==> src/rtl/usb_tx_pkg.sv <==
// Shared definitions for the USB-CDC TX arbiter: FSM state encoding, counter width, saturating increment.
// Latency: n/a (package only).
// Backpressure: n/a (package only).
package usb_tx_pkg;

  typedef enum logic {
    ST_IDLE  = 1'b0,
    ST_GRANT = 1'b1
  } state_e;

  localparam int CNT_W = 8;

  // Counters stick at all-ones instead of wrapping back to zero.
  function automatic logic [CNT_W-1:0] sat_inc(input logic [CNT_W-1:0] v);
    return (v == {CNT_W{1'b1}}) ? v : v + CNT_W'(1);
  endfunction

endpackage

==> src/rtl/usb_tx_arbiter_rr_pick.sv <==
// Round-robin one-hot picker: first requester at or after ptr, wrapping modulo N_SRC.
// Latency: purely combinational.
// Backpressure: none; the caller decides when to use the pick.
// Ports: req = request vector, ptr = starting index, gnt = one-hot pick, any = at least one request.
module rr_pick #(
  parameter int N_SRC = 2,
  localparam int PW = $clog2(N_SRC)
) (
  input  logic [N_SRC-1:0] req,
  input  logic [PW-1:0]    ptr,
  output logic [N_SRC-1:0] gnt,
  output logic             any
);

  always_comb begin
    logic [PW:0]   sum;
    logic [PW-1:0] idx;
    logic          found;
    gnt   = '0;
    found = 1'b0;
    sum   = '0;
    idx   = '0;
    for (int k = 0; k < N_SRC; k++) begin
      // ptr < N_SRC and k < N_SRC, so one conditional subtract is enough to wrap.
      sum = {1'b0, ptr} + (PW+1)'(k);
      if (sum >= (PW+1)'(N_SRC)) sum = sum - (PW+1)'(N_SRC);
      idx = sum[PW-1:0];
      if (!found && req[idx]) begin
        gnt[idx] = 1'b1;
        found    = 1'b1;
      end
    end
  end

  assign any = |req;

endmodule

==> src/rtl/usb_tx_arbiter.sv <==
// Round-robin arbiter sharing one USB-CDC TX byte stream among N_SRC sources, grant held per packet.
// Latency: request in IDLE -> grant at edge 1, first beat accepted that cycle, m_val high after edge 2.
// Backpressure: s_rdy of the owner follows (~m_val | m_rdy); one registered output stage, full rate.
// Ports: clk/rst_n; s_data/s_val/s_last/s_rdy per source; m_data/m_val/m_rdy to MUACM; grant, busy status.
module usb_tx_arbiter
  import usb_tx_pkg::*;
#(
  parameter int N_SRC    = 2,
  parameter int DW       = 8,
  parameter int HOLD_MAX = 64,
  parameter int IDLE_TO  = 16
) (
  input  logic                clk,
  input  logic                rst_n,
  input  logic [N_SRC*DW-1:0] s_data,
  input  logic [N_SRC-1:0]    s_val,
  input  logic [N_SRC-1:0]    s_last,
  output logic [N_SRC-1:0]    s_rdy,
  output logic [DW-1:0]       m_data,
  output logic                m_val,
  input  logic                m_rdy,
  output logic [N_SRC-1:0]    grant,
  output logic                busy
);

  localparam int PW = $clog2(N_SRC);

  state_e           state;
  logic [PW-1:0]    rr_ptr;
  logic [PW-1:0]    owner;
  logic [PW-1:0]    next_ptr;
  logic [CNT_W-1:0] beat_cnt;
  logic [CNT_W-1:0] idle_cnt;
  logic [CNT_W-1:0] beat_nxt;
  logic [CNT_W-1:0] idle_nxt;
  logic [N_SRC-1:0] pick;
  logic             pick_any;
  logic             out_free;
  logic             accept;
  logic             g_val;
  logic             g_last;
  logic             release_now;
  logic [DW-1:0]    g_data;

  rr_pick #(.N_SRC(N_SRC)) u_pick (
    .req (s_val),
    .ptr (rr_ptr),
    .gnt (pick),
    .any (pick_any)
  );

  // Output slot is free when empty or draining this cycle; the only comb path from m_rdy.
  assign out_free = ~m_val | m_rdy;
  assign s_rdy    = (state == ST_GRANT && out_free) ? grant : '0;
  assign accept   = |(s_val & s_rdy);
  assign g_val    = |(s_val & grant);
  assign g_last   = |(s_last & grant);

  // Owner's data and index; everything belonging to other sources is masked off.
  always_comb begin
    g_data = '0;
    owner  = '0;
    for (int i = 0; i < N_SRC; i++) begin
      if (grant[i]) begin
        g_data = g_data | s_data[i*DW +: DW];
        owner  = PW'(i);
      end
    end
  end

  assign next_ptr = (owner == PW'(N_SRC-1)) ? '0 : owner + PW'(1);
  assign beat_nxt = sat_inc(beat_cnt);
  assign idle_nxt = sat_inc(idle_cnt);

  // All release causes fold into one flag, so coincident causes give a single release.
  assign release_now = accept ? (g_last || beat_nxt >= CNT_W'(HOLD_MAX))
                              : (!g_val && idle_nxt >= CNT_W'(IDLE_TO));

  always_ff @(posedge clk or negedge rst_n) begin
    if (!rst_n) begin
      state    <= ST_IDLE;
      grant    <= '0;
      rr_ptr   <= '0;
      beat_cnt <= '0;
      idle_cnt <= '0;
    end else begin
      case (state)
        ST_IDLE: begin
          if (pick_any) begin
            grant    <= pick;
            state    <= ST_GRANT;
            beat_cnt <= '0;
            idle_cnt <= '0;
          end
        end
        ST_GRANT: begin
          if (accept) begin
            beat_cnt <= beat_nxt;
            idle_cnt <= '0;
          end else if (!g_val) begin
            idle_cnt <= idle_nxt;
          end
          if (release_now) begin
            grant  <= '0;
            state  <= ST_IDLE;
            rr_ptr <= next_ptr;
          end
        end
        default: state <= ST_IDLE;
      endcase
    end
  end

  // Output stage drains on its own, so a new grant may start while the previous byte is pending.
  always_ff @(posedge clk or negedge rst_n) begin
    if (!rst_n) begin
      m_val  <= 1'b0;
      m_data <= '0;
    end else if (accept) begin
      m_val  <= 1'b1;
      m_data <= g_data;
    end else if (m_rdy) begin
      m_val  <= 1'b0;
    end
  end

  assign busy = (state == ST_GRANT) | m_val;

endmodule

==> config.mk <==
export PLATFORM = sky130hd
export DESIGN_NAME = usb_tx_arbiter
export DESIGN_NICKNAME = d
export VERILOG_FILES = /design/src/rtl/usb_tx_pkg.sv /design/src/rtl/usb_tx_arbiter_rr_pick.sv /design/src/rtl/usb_tx_arbiter.sv
export SDC_FILE = /design/constraint.sdc
export NUM_CORES = 1
export LEC_CHECK = 0
export ABC_AREA = 1
export CAP_MARGIN = 20
export CORE_UTILIZATION = 40
export DETAILED_ROUTE_END_ITERATION = 10
export GPL_TIMING_DRIVEN = 0
export MAX_ROUTING_LAYER = met4
export PLACE_DENSITY = 0.65
export SLEW_MARGIN = 30
export SYNTH_ARGS = -nofsm -noshare
export SYNTH_HDL_FRONTEND = slang
export SYNTH_SLANG_ARGS = --single-unit
==> constraint.sdc <==
create_clock -name clk -period 3.9 [get_ports clk]
set_input_delay 0.78 -clock clk [delete_from_list [all_inputs] [get_ports clk]]
set_output_delay 0.78 -clock clk [all_outputs]
set_load 0.01 [all_outputs]
## After elaboration in Yosys (flattened, before gate mapping)

Cells that the tools add are included.

- Register bits: 29
- Bits of input ports: 23
- Word-level logic and storage cells: 88

- Add/subtract/negate cells: 6
- Order comparisons: 8
- Eq/ne operators: 6
- Mux-type cells: 35
- Bitwise logic cells: 9
- Reduce and logical (&&, ||, !) cells: 17

Operator list:

| kind | count |
|---|---|
| two-way mux 8 bit | 8 |
| one-hot mux 8 bit (2 select lines) | 2 |
| adder 8 x 1 -> 8 bit (second input constant) | 2 |
| == test 8 bit (second input constant) | 2 |
| two-way mux 1 bit | 16 |
| two-way mux 2 bit | 5 |
| greater-or-equal comparator 8 x 5 -> 1 bit (second input constant) | 1 |
| greater-or-equal comparator 8 x 7 -> 1 bit (second input constant) | 1 |
| OR 8 bit | 1 |
| AND reduction 2 bit | 4 |
| OR reduction 2 bit | 4 |
| bitwise AND 2 bit | 3 |
| logical AND 1 bit | 5 |
| less-than comparator 1 x 2 -> 1 bit (second input constant) | 2 |
| != test 2 x 1 -> 1 bit (second input constant) | 2 |
| one-hot mux 2 bit (2 select lines) | 1 |
| != test 3 bit (second input constant) | 1 |
| adder 1 x 1 -> 2 bit (second input constant) | 1 |
| demux 1 bit (select 1 bit) | 2 |
| greater-or-equal comparator 1 bit (second input constant) | 2 |
| greater-or-equal comparator 1 x 2 -> 1 bit (second input constant) | 1 |
| greater-or-equal comparator 2 bit (second input constant) | 1 |
| zero test 1 bit | 2 |
| != test 2 bit (second input constant) | 1 |
| other kinds (8) | 11 |

## Logic depth before layout (Yosys ltp)

- Depth in word-level cells: 11
- Depth in mapped cells: 12
- Mapped depth without buffers: 12

## Hierarchy

Synthesis repeated with hierarchy kept, for this count alone.

- Cells, all modules: 228
- Area total of the unflattened synthesis: 1,739.2 um^2

By module, submodules not included:

| module | times used | cells each | area each (um^2) | sequential area each (um^2) |
|---|---|---|---|---|
| usb_tx_arbiter | 1 | 222 | 1,712.9 | 725.7 |
| rr_pick | 1 | 6 | 26.3 | 0.0 |

## Least setup slack after synthesis

No wires, ideal clock.

- Path kind: input -> output
- From: input m_rdy
- To: output s_rdy[0]
- Arrival: 1,178 ps
- Path slack: 1,942 ps
- Stages on the path: 4
- Cells stage by stage: nor2_1 -> nor2_2 -> inv_1 -> nor2_1

- Longest elaborated chain between the ends: 3

Ends and longest elaborated chain:

| item | line | RTL |
|---|---|---|
| from (decl) | usb_tx_arbiter.sv:21 | `input logic m_rdy,` |
| OR 1 bit | usb_tx_arbiter.sv:53 | `assign out_free = ~m_val \| m_rdy;` |
| logical AND 1 bit | usb_tx_arbiter.sv:54 | `assign s_rdy = (state == ST_GRANT && out_free) ? grant : '0;` |
| two-way mux 2 bit | usb_tx_arbiter.sv:54 |  |
| to (decl) | usb_tx_arbiter.sv:18 | `output logic [N_SRC-1:0] s_rdy,` |

Every way passes these cells.

## Final worst setup path

Ends and elaborated chain as after synthesis.

==> flow_summary.json <==
{
  "status": "finished clean",
  "cp.required_ns": 3.12,
  "post-dp-hpwl_um": 2830,
  "fill_cells": 398,
  "num-nets-final": 292,
  "holdWs_ns": 0.386,
  "synthMuxAreaShare_pct": 0,
  "detail-route-antenna-nets": 0,
  "grt_pass1_wl_um": 6220,
  "via_count": 1528,
  "postCtsHoldBufs": 0,
  "drc": 0,
  "synthSimpleGateAreaFrac_pct": 31.9,
  "yosysTopAreaCell": "dfrtp_1",
  "endpoint_kind": "output pin",
  "tritoncts": "done",
  "fin_setup_tns_ns": 0,
  "wl_um": 3680,
  "ys_seq_area_share_pct": 41.7,
  "synth_xor_area_share_pct": 2.01,
  "cp_max_fo": 2,
  "maxSlewViolCount": 0,
  "core-area_um2": 4090,
  "drv_cap": 0,
  "tightest_slew_ns": 0.314,
  "synth_common_cells": "nand2_1, dfrtp_1, inv_1, nor2_1, o21ai_0",
  "min_period_ns": 2.96,
  "first_global_vias": 1380,
  "io_pins": 37,
  "die_area_um2": 4620,
  "slew_headroom_pct": 79.1,
  "area_delta_synth_final_pct": 30.2,
  "path_clk_slew_ns": 0.06,
  "ctsHtreeMaxLevel": 2,
  "cp_data_arrival_time_ns": 2.18,
  "post_cts_buffers": 0,
  "cts_made_buffers": 5,
  "postSynthAreaPerCell_um2": 7.81,
  "numClockSinks": 29,
  "min_path_type": "primary input to async pin",
  "netlist_instances": 223,
  "diodes": 0,
  "powerDensity_nw_per_um2": 654,
  "synth_top_cell_area_share_pct": 41.7,
  "rsz0062_at_grt": "false",
  "cts.root.buffer_cell": "clkbuf_8",
  "synth_cell_type_count": 33,
  "grt.overflow.total": 0,
  "hold_violations": 0,
  "synth_top_family_by_area": "simple AND/OR/NAND/NOR gates",
  "netlist_area_um2": 1740,
  "synth_enable_flop_cells": 0,
  "synthTopCellsByArea": "dfrtp_1, nand2_1, inv_1",
  "start_util_pct": 42.6,
  "die_w_um": 68.0,
  "fmax_ghz": 0.338,
  "startpoint_type": "primary input",
  "via_per_inst": 4.81,
  "cts_resized": 0,
  "synth_nets": 248,
  "clock_latency_ns": 0.28,
  "p_leak_nw": 1.05,
  "grt_max_degree": 20,
  "portBuffers": 36,
  "r2r_cells": 12,
  "rows": 23,
  "synth-main-ff-cell": "dfrtp_1",
  "post-route-period-util_pct": 75.8,
  "synth-compound-area-share_pct": 13.3,
  "ys.warnings.count": 0,
  "avgRoutedWirePerCell_um": 11.6,
  "drive_gt1_share_pct": 14.6,
  "synth_most_common_cell": "nand2_1",
  "drt_iter0_drc": 91,
  "finalCoreUtilization_pct": 55.5,
  "setup_violations": 0,
  "clockBufferDepth": 2,
  "antenna_found_initial": 0,
  "ys_ff_latch": 29,
  "ir_drop_mv": 0.327,
  "skew_ns": 0.00337,
  "die_h_um": 68.0,
  "path_class": "primary input to output pin",
  "gr-usage-all-layers_pct": 18.8,
  "dr.pass1.iters": 4,
  "synthAdderAreaFrac_pct": 1.44,
  "async_flop_share_pct": 100,
  "gp_congestion": 0.814
}
[logic make-up after synthesis]
| family | count (synthesis) |
|---|---|
| flip-flops | 29 |
| XOR/XNOR | 4 |
| buffers and inverters | 37 |
| adder cells (fa/ha/maj) | 2 |
| AO/OA/AOI/OAI | 36 |
| AND/OR/NAND/NOR | 115 |
[critical path, stage by stage]
cell and delay [ns]:
clkdlybuf4s50_1 0.47, nor2_1 0.05, nor2_2 0.14, inv_1 0.08
nor2_1 0.11, clkdlybuf4s50_1 0.55
[stage by stage]
stage / power (mW) / instance area [µm²] / setup WS (ns) / instances
after floorplan: 0.977 / 1740 / 1.94 / 223
after global placement: 1.25 / 2160 / 0.933 / 309
after detailed placement: 1.26 / 2190 / 0.950 / 310
after CTS: 1.50 / 2270 / 0.936 / 318
after global routing: 1.61 / 2270 / 0.842 / 318
final: 1.48 / 2270 / 0.942 / 318
[state kept, by name, summed over array words and instances (netlist names)]
signal and flops:
beat_cnt 8, idle_cnt 8, m_data 8, grant 2, m_val 1, rr_ptr 1, state 1
[layer usage]
layer  wire length (µm)  vias to the layer above  part of all wire, %  global-route usage, %
li1                   -                      806                    -                      -
met1               1870                      679                   51                   25.4
met2               1610                       38                   44                   26.5
met3                168                        5                  4.6                   6.33
met4                 31                        0                 0.84                   5.47
met5                  0                        -                    0                      -
[layout by cell type (no fill, tap or decap), types with 4 or more instances in the layout]
cell,instances
nor3_1,4
nand2_1,54
inv_1,25
nand3_1,10
a31oi_1,8
o21ai_0,12
a21oi_1,5
nor2_1,25
nor2_2,5
clkbuf_8,5
nand4_1,4
clkdlybuf4s50_1,35
inv_2,4
xor2_1,4
dfrtp_1,29
[final cells by class]
cell class	count	area (µm²)	area share [%]
well taps	50	62.6	2.76
clock buffers	8	80.1	3.53
multi-input cells	157	847	37.4
flip-flops and latches	29	726	32.0
repair buffers	37	383	16.9
plain buffers	5	42.5	1.88
inverters	32	126	5.57
[worst paths after layout]
| kind | endpoint | startpoint | slack (ns) |
|---|---|---|---|
| max | s_rdy[0] | m_rdy | 0.94 |
| min | beat_cnt[5]$_DFFE_PN0P_ | rst_n | 0.39 |
| max reg2reg | grant[1]$_DFFE_PN0P_ | idle_cnt[0]$_DFFE_PN0P_ | 2.23 |
| min reg2reg | rr_ptr$_DFFE_PN0P_ | rr_ptr$_DFFE_PN0P_ | 0.49 |
| max in group asynchronous | m_data[5]$_DFFE_PN0P_ | rst_n | 3.12 |
| min in group clk | rr_ptr$_DFFE_PN0P_ | rr_ptr$_DFFE_PN0P_ | 0.49 |
[power breakdown]
group          leakage, nW  switching, mW  internal (mW)
Sequential           0.366         0.0746          0.408
Clock               0.0395          0.110          0.126
Combinational        0.643          0.419          0.345
Note: power is estimated with default switching activity, not from simulation.
